$ cat src/rtl/fetch_unit.sv
`default_nettype none
// +--------------------------------------------------------------------------+
// | Module   : fetch_unit                                                    |
// | Purpose  : Instruction fetch stage. Reads two 16-bit program-memory      |
// |            words (low, then high) per PC and assembles a 32-bit          |
// |            instruction. A one-entry tagged buffer supplies repeat        |
// |            accesses to an unchanged PC without bus traffic.              |
// | Ports    : clk, rst (sync, active-high)                                  |
// |            pc_addr[15:0]  in  CPU program address                        |
// |            instr[31:0]    out {high word, low word}                      |
// |            instr_valid    out instr belongs to pc_addr                   |
// |            cpu_stall      out ~instr_valid                               |
// |            mem_addr[15:0] out word address (registered)                  |
// |            mem_rd         out read request (registered)                  |
// |            mem_data[15:0] in  read data, valid with mem_ack              |
// |            mem_ack        in  read completion                            |
// | Options  : FETCH_PREFETCH_EN adds a one-entry next-PC prefetch buffer.   |
// | Revision : 1.0  initial release                                          |
// +--------------------------------------------------------------------------+
module fetch_unit (
    input  logic        clk,
    input  logic        rst,
    input  logic [15:0] pc_addr,
    output logic [31:0] instr,
    output logic        instr_valid,
    output logic        cpu_stall,
    output logic [15:0] mem_addr,
    output logic        mem_rd,
    input  logic [15:0] mem_data,
    input  logic        mem_ack
);

    localparam logic [1:0] S_IDLE  = 2'd0;
    localparam logic [1:0] S_RD_LO = 2'd1;
    localparam logic [1:0] S_RD_HI = 2'd2;

    logic [1:0]  r_state;
    logic [15:0] r_fetch_tag;
    logic [15:0] r_lo;
    logic        r_buf_valid;
    logic [15:0] r_buf_tag;
    logic [31:0] r_buf_data;
    logic        r_mem_rd;
    logic [15:0] r_mem_addr;
    logic        w_main_hit;

    assign w_main_hit = r_buf_valid && (r_buf_tag == pc_addr);

`ifdef FETCH_PREFETCH_EN
    logic        r_pf_valid;
    logic [15:0] r_pf_tag;
    logic [31:0] r_pf_data;
    logic        r_is_pf;      // current bus pair targets the prefetch entry
    logic [15:0] w_pc_next;
    logic        w_pf_hit;
    logic        w_pf_have_next;

    assign w_pc_next      = pc_addr + 16'd1;   // wraps 0xFFFF -> 0x0000
    assign w_pf_hit       = r_pf_valid && (r_pf_tag == pc_addr);
    assign w_pf_have_next = r_pf_valid && (r_pf_tag == w_pc_next);
    assign instr_valid    = w_main_hit | w_pf_hit;
    assign instr          = (w_pf_hit && !w_main_hit) ? r_pf_data : r_buf_data;
`else
    assign instr_valid    = w_main_hit;
    assign instr          = r_buf_data;
`endif

    assign cpu_stall = ~instr_valid;
    assign mem_rd    = r_mem_rd;
    assign mem_addr  = r_mem_addr;

    always_ff @(posedge clk) begin
        if (rst) begin
            r_state     <= S_IDLE;
            r_fetch_tag <= 16'd0;
            r_lo        <= 16'd0;
            r_buf_valid <= 1'b0;
            r_buf_tag   <= 16'd0;
            r_buf_data  <= 32'd0;
            r_mem_rd    <= 1'b0;
            r_mem_addr  <= 16'd0;
`ifdef FETCH_PREFETCH_EN
            r_pf_valid  <= 1'b0;
            r_pf_tag    <= 16'd0;
            r_pf_data   <= 32'd0;
            r_is_pf     <= 1'b0;
`endif
        end else begin
`ifdef FETCH_PREFETCH_EN
            // Promote a prefetch hit into the main buffer; a demand fetch
            // completing on the same edge overrides this below.
            if (w_pf_hit) begin
                r_buf_valid <= 1'b1;
                r_buf_tag   <= r_pf_tag;
                r_buf_data  <= r_pf_data;
                r_pf_valid  <= 1'b0;
            end
`endif
            case (r_state)
                S_IDLE: begin
                    if (!instr_valid) begin
                        r_fetch_tag <= pc_addr;
                        r_mem_addr  <= {pc_addr[14:0], 1'b0};
                        r_mem_rd    <= 1'b1;
                        r_state     <= S_RD_LO;
`ifdef FETCH_PREFETCH_EN
                        r_is_pf     <= 1'b0;
                    end else if (!w_pf_have_next) begin
                        r_fetch_tag <= w_pc_next;
                        r_mem_addr  <= {w_pc_next[14:0], 1'b0};
                        r_mem_rd    <= 1'b1;
                        r_state     <= S_RD_LO;
                        r_is_pf     <= 1'b1;
`endif
                    end
                end
                S_RD_LO: begin
                    if (mem_ack) begin
                        r_lo       <= mem_data;
                        r_mem_addr <= {r_fetch_tag[14:0], 1'b1};
                        r_state    <= S_RD_HI;
                    end
                end
                S_RD_HI: begin
                    if (mem_ack) begin
                        r_mem_rd <= 1'b0;
                        r_state  <= S_IDLE;
`ifdef FETCH_PREFETCH_EN
                        if (r_is_pf) begin
                            r_pf_valid <= 1'b1;
                            r_pf_tag   <= r_fetch_tag;
                            r_pf_data  <= {mem_data, r_lo};
                        end else begin
                            r_buf_valid <= 1'b1;
                            r_buf_tag   <= r_fetch_tag;
                            r_buf_data  <= {mem_data, r_lo};
                        end
`else
                        // Written under fetch_tag even if the PC moved; IDLE
                        // then sees the mismatch and refetches.
                        r_buf_valid <= 1'b1;
                        r_buf_tag   <= r_fetch_tag;
                        r_buf_data  <= {mem_data, r_lo};
`endif
                    end
                end
                default: begin
                    r_state  <= S_IDLE;
                    r_mem_rd <= 1'b0;
                end
            endcase
        end
    end

endmodule
`default_nettype wire
$ cat config.mk
export PLATFORM = sky130hd
export DESIGN_NAME = fetch_unit
export DESIGN_NICKNAME = d
export VERILOG_FILES = /design/src/rtl/fetch_unit.sv
export SDC_FILE = /design/constraint.sdc
export NUM_CORES = 1
export LEC_CHECK = 0
export CORE_MARGIN = 4
export CORE_UTILIZATION = 45
export CTS_CLUSTER_DIAMETER = 60
export DETAILED_ROUTE_END_ITERATION = 6
export HOLD_SLACK_MARGIN = 0.12
export PLACE_DENSITY = 0.75
export SYNTH_ARGS = -nofsm -noshare
export SYNTH_HDL_FRONTEND = slang
export SYNTH_SLANG_ARGS = --single-unit
$ cat constraint.sdc
create_clock -name clk -period 2.18 [get_ports clk]
set_clock_uncertainty 0.2 [all_clocks]
set_input_delay 0.436 -clock clk [delete_from_list [all_inputs] [get_ports clk]]
set_output_delay 0.436 -clock clk [all_outputs]
set_load 0.02 [all_outputs]
After elaboration in Yosys (flattened, before gate mapping)
Index checks and enable logic that the tools add are counted.
{ "classes": {"n_eq_ne": 6, "muxes": 10, "bitwise_logic": 2, "reduce_logical": 9} }
{ "ops": {"columns": ["operator", "count"], "rows": [
  ["16-bit 2-to-1 mux", 2],
  ["16-bit case mux with 2 select lines", 1],
  ["16-bit equality test", 1],
  ["3-bit AND reduction", 3],
  ["2-bit 2-to-1 mux", 3],
  ["2-bit != test, second input constant", 3],
  ["2-bit case mux with 3 select lines", 1],
  ["2-bit AND reduction", 3],
  ["1-bit case mux with 3 select lines", 1],
  ["2-bit by 1-bit equality test with 1-bit output, second input constant", 1],
  ["2-bit equality test, second input constant", 1],
  ["2-bit zero test", 1],
  ["1-bit 2-to-1 mux", 2],
  ["1-bit inverter", 2],
  ["2-bit nonzero test", 1],
  ["1-bit logical AND", 1]
]} }
{ "word_totals": {"ff_bits": 100, "input_bits": 35, "output_inout_bits": 51, "word_cells": 35} }

Logic depth before layout (Yosys ltp)
{ "depth": {"ltp_word": 4, "ltp_mapped": 8} }

Worst setup path before layout
OpenSTA, ideal clock, no wires.
{ "synth_timing": {"path_kind": "input -> output", "start": "in pc_addr[2]", "end": "out instr_valid", "t_arrival_ns": 1.627, "required_time_ns": 1.544, "setup_slack_ns": -0.083, "stages": 5, "path_buffers": 0, "path_cell_list": "xnor2_1 > nand4_1 > or2_2 > or3_1 > inv_1"} }
{ "synth_between": {"elab_chain_cells": 2} }
{ "synth_lines": {"columns": ["item", "line", "rtl"], "rows": [
  ["from (decl)", "23", "input logic [15:0] pc_addr,"],
  ["16-bit equality test", "47", "assign w_main_hit = r_buf_valid && (r_buf_tag == pc_addr);"],
  ["1-bit logical AND", "47", null],
  ["to (decl)", "25", "output logic instr_valid,"]
]} }
No other way between the ends.

Final worst setup path
{ "layout_timing": {"start": "in pc_addr[5]", "end": "out instr_valid"} }
Same word-level chain as after synthesis.

==> results.tsv <==
stage	metric	value	unit
status	outcome	complete, but fails checks	
status	failing checks	setup timing	
global_routing	first-pass GRT wire length	16400	microns
floorplan	starting density of the core	46.2	%
logic_synthesis	synth top area cells	dfxtp_1, nand2_1, a21oi_1	
finish	Layout Cells excl Fill	709	
clock_tree	clk sinks	100	
global_routing	initial antenna violation count	0	
critical_path	Critical Setup Path Class	input pin to primary output	
detailed_routing	drt pass-1 iters	5	
finish	fill cell count	784	
logic_synthesis	unique cell type count in the Yosys netlist	26	
clock_tree	CTS tree	yes	
sta	Setup Viol. Count Final	31	
logic_synthesis	syn_nets	537	
critical_path	worst r2r src	r_buf_tag[12]	
sta	RSZ-0062 raised after global routing	yes	
global_routing	vias in the first global route	3340	
critical_path	crit path from	pc_addr[5]	
detailed_routing	Initial DRC Count	219	
clock_tree	Worst-path clk slew	0.10	ns
sta	final setup margin	-0.331	ns
floorplan	Die ar.	10500	sq um
logic_synthesis	Synth Warn #	0	
floorplan	row count	34	
clock_tree	Longest Clk Path Bufs	2	
finish	share of layout cells above drive strength 1	14.6	%
critical_path	crit path to	instr_valid	
critical_path	R2R depth	9	
critical_path	Worst path max stage delay	0.40	ns
sta	highest clock rate	398	MHz
finish	antenna diode count	0	
critical_path	family with the most delay on the worst path	simple AND/OR/NAND/NOR gates	
job	Max-Cap Viols	0	
logic_synthesis	top cell type's share of synthesized area	49.9	%
place	Place WS	-1.06	ns
finish	Area Growth Syn to Fin	36.0	%
sta	Final Cycle Share	115	%
critical_path	Worst Path Buf+Inv	3	
detailed_routing	post-DR vias/cell	5.19	
detailed_routing	DRT antenna net count	0	
sta	Max transition margin	57.3	%
pwr	Power Density	670	nW/um^2
place	DP HPWL	7030	microns
floorplan	chip height	102	microns
global_routing	total gr overflow	0	
critical_path	Setup crit start kind	input pin	
critical_path	CP max-delay cell	or3_4	
sta	Tightest Pin Transition	0.634	ns
hold_path	hold path start	r_lo[10]	
logic_synthesis	FF+latch count, synth	100	
logic_synthesis	dominant cell type by area after synthesis	dfxtp_1	
detailed_routing	DRC Markers	0	
sta	minimum clock period	2.51	ns
place	routability cong.	0.939	
pwr	Peak VDD IR	0.000348	V
pwr	Pleak	2.00	nW
clock_tree	htree depth	3	
critical_path	Critical Path RT	1.54	ns
critical_path	CP arrival	1.88	ns
critical_path	R2R setup slack	-0.22	ns
pwr	Total Power	0.00365	W
detailed_routing	drt wl/cell	14.6	microns
sta	Setup TNS	-4.13	ns
detailed_routing	WL final	10400	microns
sta	Hold Fails Final Rpt	0	
clock_tree	total CTS buffers	9	
logic_synthesis	syn avg cell area	7.99	sq um
finish	fin nets	631	
critical_path	CP cell instances	dlygate4sd2_1 > xnor2_1 > nand3_1 > or2_4 > or3_4 > inv_2 > buf_6	
clock_tree	Post-CTS Hold Fix Bufs	0	
clock_tree	CTS root buffer	clkbuf_8	
clock_tree	clock latency on the worst-skew pair	0.35	ns
critical_path	Reg-to-Reg End	mem_addr[15]	
place	IO buf count	85	
floorplan	Die X	102	microns
critical_path	Critical Path Stages	7	
detailed_routing	via count	3678	
floorplan	Ports	86	
logic_synthesis	Mapped Area	4010	sq um
hold_path	Tightest Hold Check Type	flop to flop	
global_routing	largest net degree at the start of global routing	100	
logic_synthesis	sequential share of the synthesized area	49.9	%
critical_path	crit end category	primary output	
place	Cells after DPL	688	
global_routing	GRT Resource Usage Total	19.7	%
floorplan	Core ar.	8680	sq um
sta	max-slew violations	0	
critical_path	critical-path maximum fanout	3	
logic_synthesis	cell count after synthesis	502	
[final cells by class]
class                      instances  area (sq um)  area share, %
timing repair buffer             120          1180           21.6
sequential                       100          2010           36.8
multi-input combinational        361          1940           35.6
inverter                           4          15.0          0.275
tap                              108           135           2.48
clock inverter                     7          51.3          0.940
clock buffer                       9           124           2.27
[power breakdown]
part	switching, W	total [W]	internal (W)
logic	0.000329	0.000625	0.000296
registers	0.0000482	0.00196	0.00191
clock network	0.000647	0.00107	0.000422
total	0.00102	0.00365	0.00263
[what timing repair did]
| action | in CTS | in global routing |
|---|---|---|
| resized for setup | 39 | 27 |
| setup endpoints to repair | 36 | 34 |
| hold endpoints to repair | 0 | 0 |
| pin swaps | 6 | 13 |
| setup buffers | 1 | 2 |
| gates cloned | 1 | 1 |
[per-layer routing]
metal	up-vias	part of all wire, %	track usage (%)
met4	0	1.4	6.16
met5	-	0	0
li1	1842	-	-
met1	1719	46	28.0
met3	12	5.5	3.21
met2	105	47	30.9
[metrics by stage]
step | area (sq um) | utilization (%) | hold slack [ns]
floorplan | 4020 | - | 0.231
global placement | 5110 | 58.9 | 0.236
detailed placement | 5110 | 58.9 | 0.246
CTS | 5330 | 61.4 | 0.258
global route | 5460 | 62.9 | 0.269
finish | 5460 | 62.9 | 0.250
[cells in the mapped netlist, drive strengths merged]
cell	count
or3	1
nand4	1
nor2b	15
or2	1
o31a	1
nor4	3
xor2	8
xnor2	8
nor3	1
and3	2
nand3b	15
dfxtp	100
inv	4
nand2	132
o21ai	17
or4	1
clkbuf	29
a21oi	97
buf	8
nand3	4
nor2	38
mux2i	16
[tightest hold or removal path: cells and delay by family (launching register included)]
family           cells  cell delay (ns)
flip-flops           1             0.32
AND/OR/NAND/NOR      1             0.05
AO/OA/AOI/OAI        1             0.05
[registers in the layout, indices dropped and copies added (netlist names)]
register	flops
instr	32
mem_addr	16
mem_rd	1
r_buf_tag	16
r_buf_valid	1
r_fetch_tag	16
r_lo	16
r_state	2
[placed cells by master (no fill, tap or decap), types with 8 or more instances in the layout]
cell / n
nand2_1: 132
dfxtp_1: 94
a21oi_1: 79
clkdlybuf4s50_1: 67
nor2_1: 38
buf_4: 26
o21ai_0: 16
mux2i_1: 15
nand3b_1: 15
nor2b_1: 15
a21oi_2: 15
dlygate4sd2_1: 10
clkbuf_8: 9
xor2_1: 8
[cell families (layout without fill, tap and decap cells)]
| group | count (synthesis) | after routing | share of synthesized area (%) |
|---|---|---|---|
| DFF | 100 | 100 | 49.9 |
| xor gates and xnor gates | 16 | 16 | 3.49 |
| AOI/OAI and AO/OA | 115 | 115 | 15.4 |
| buffers and inverters | 41 | 140 | 4.12 |
| muxes | 16 | 16 | 3.99 |
| and+or+nand+nor | 214 | 214 | 23.1 |
[worst min path at each step]
| stage | to | slack, ns | cells past startpoint |
|---|---|---|---|
| floorplan | r_buf_tag[15] | 0.23 | 2 |
| global placement | instr[10] | 0.24 | 2 |
| detailed placement | instr[10] | 0.25 | 2 |
| CTS | instr[10] | 0.26 | 2 |
| global route | r_state[0] | 0.27 | 3 |
| finish | instr[10] | 0.25 | 2 |
No activity file was read; power rests on OpenSTA's default activity.
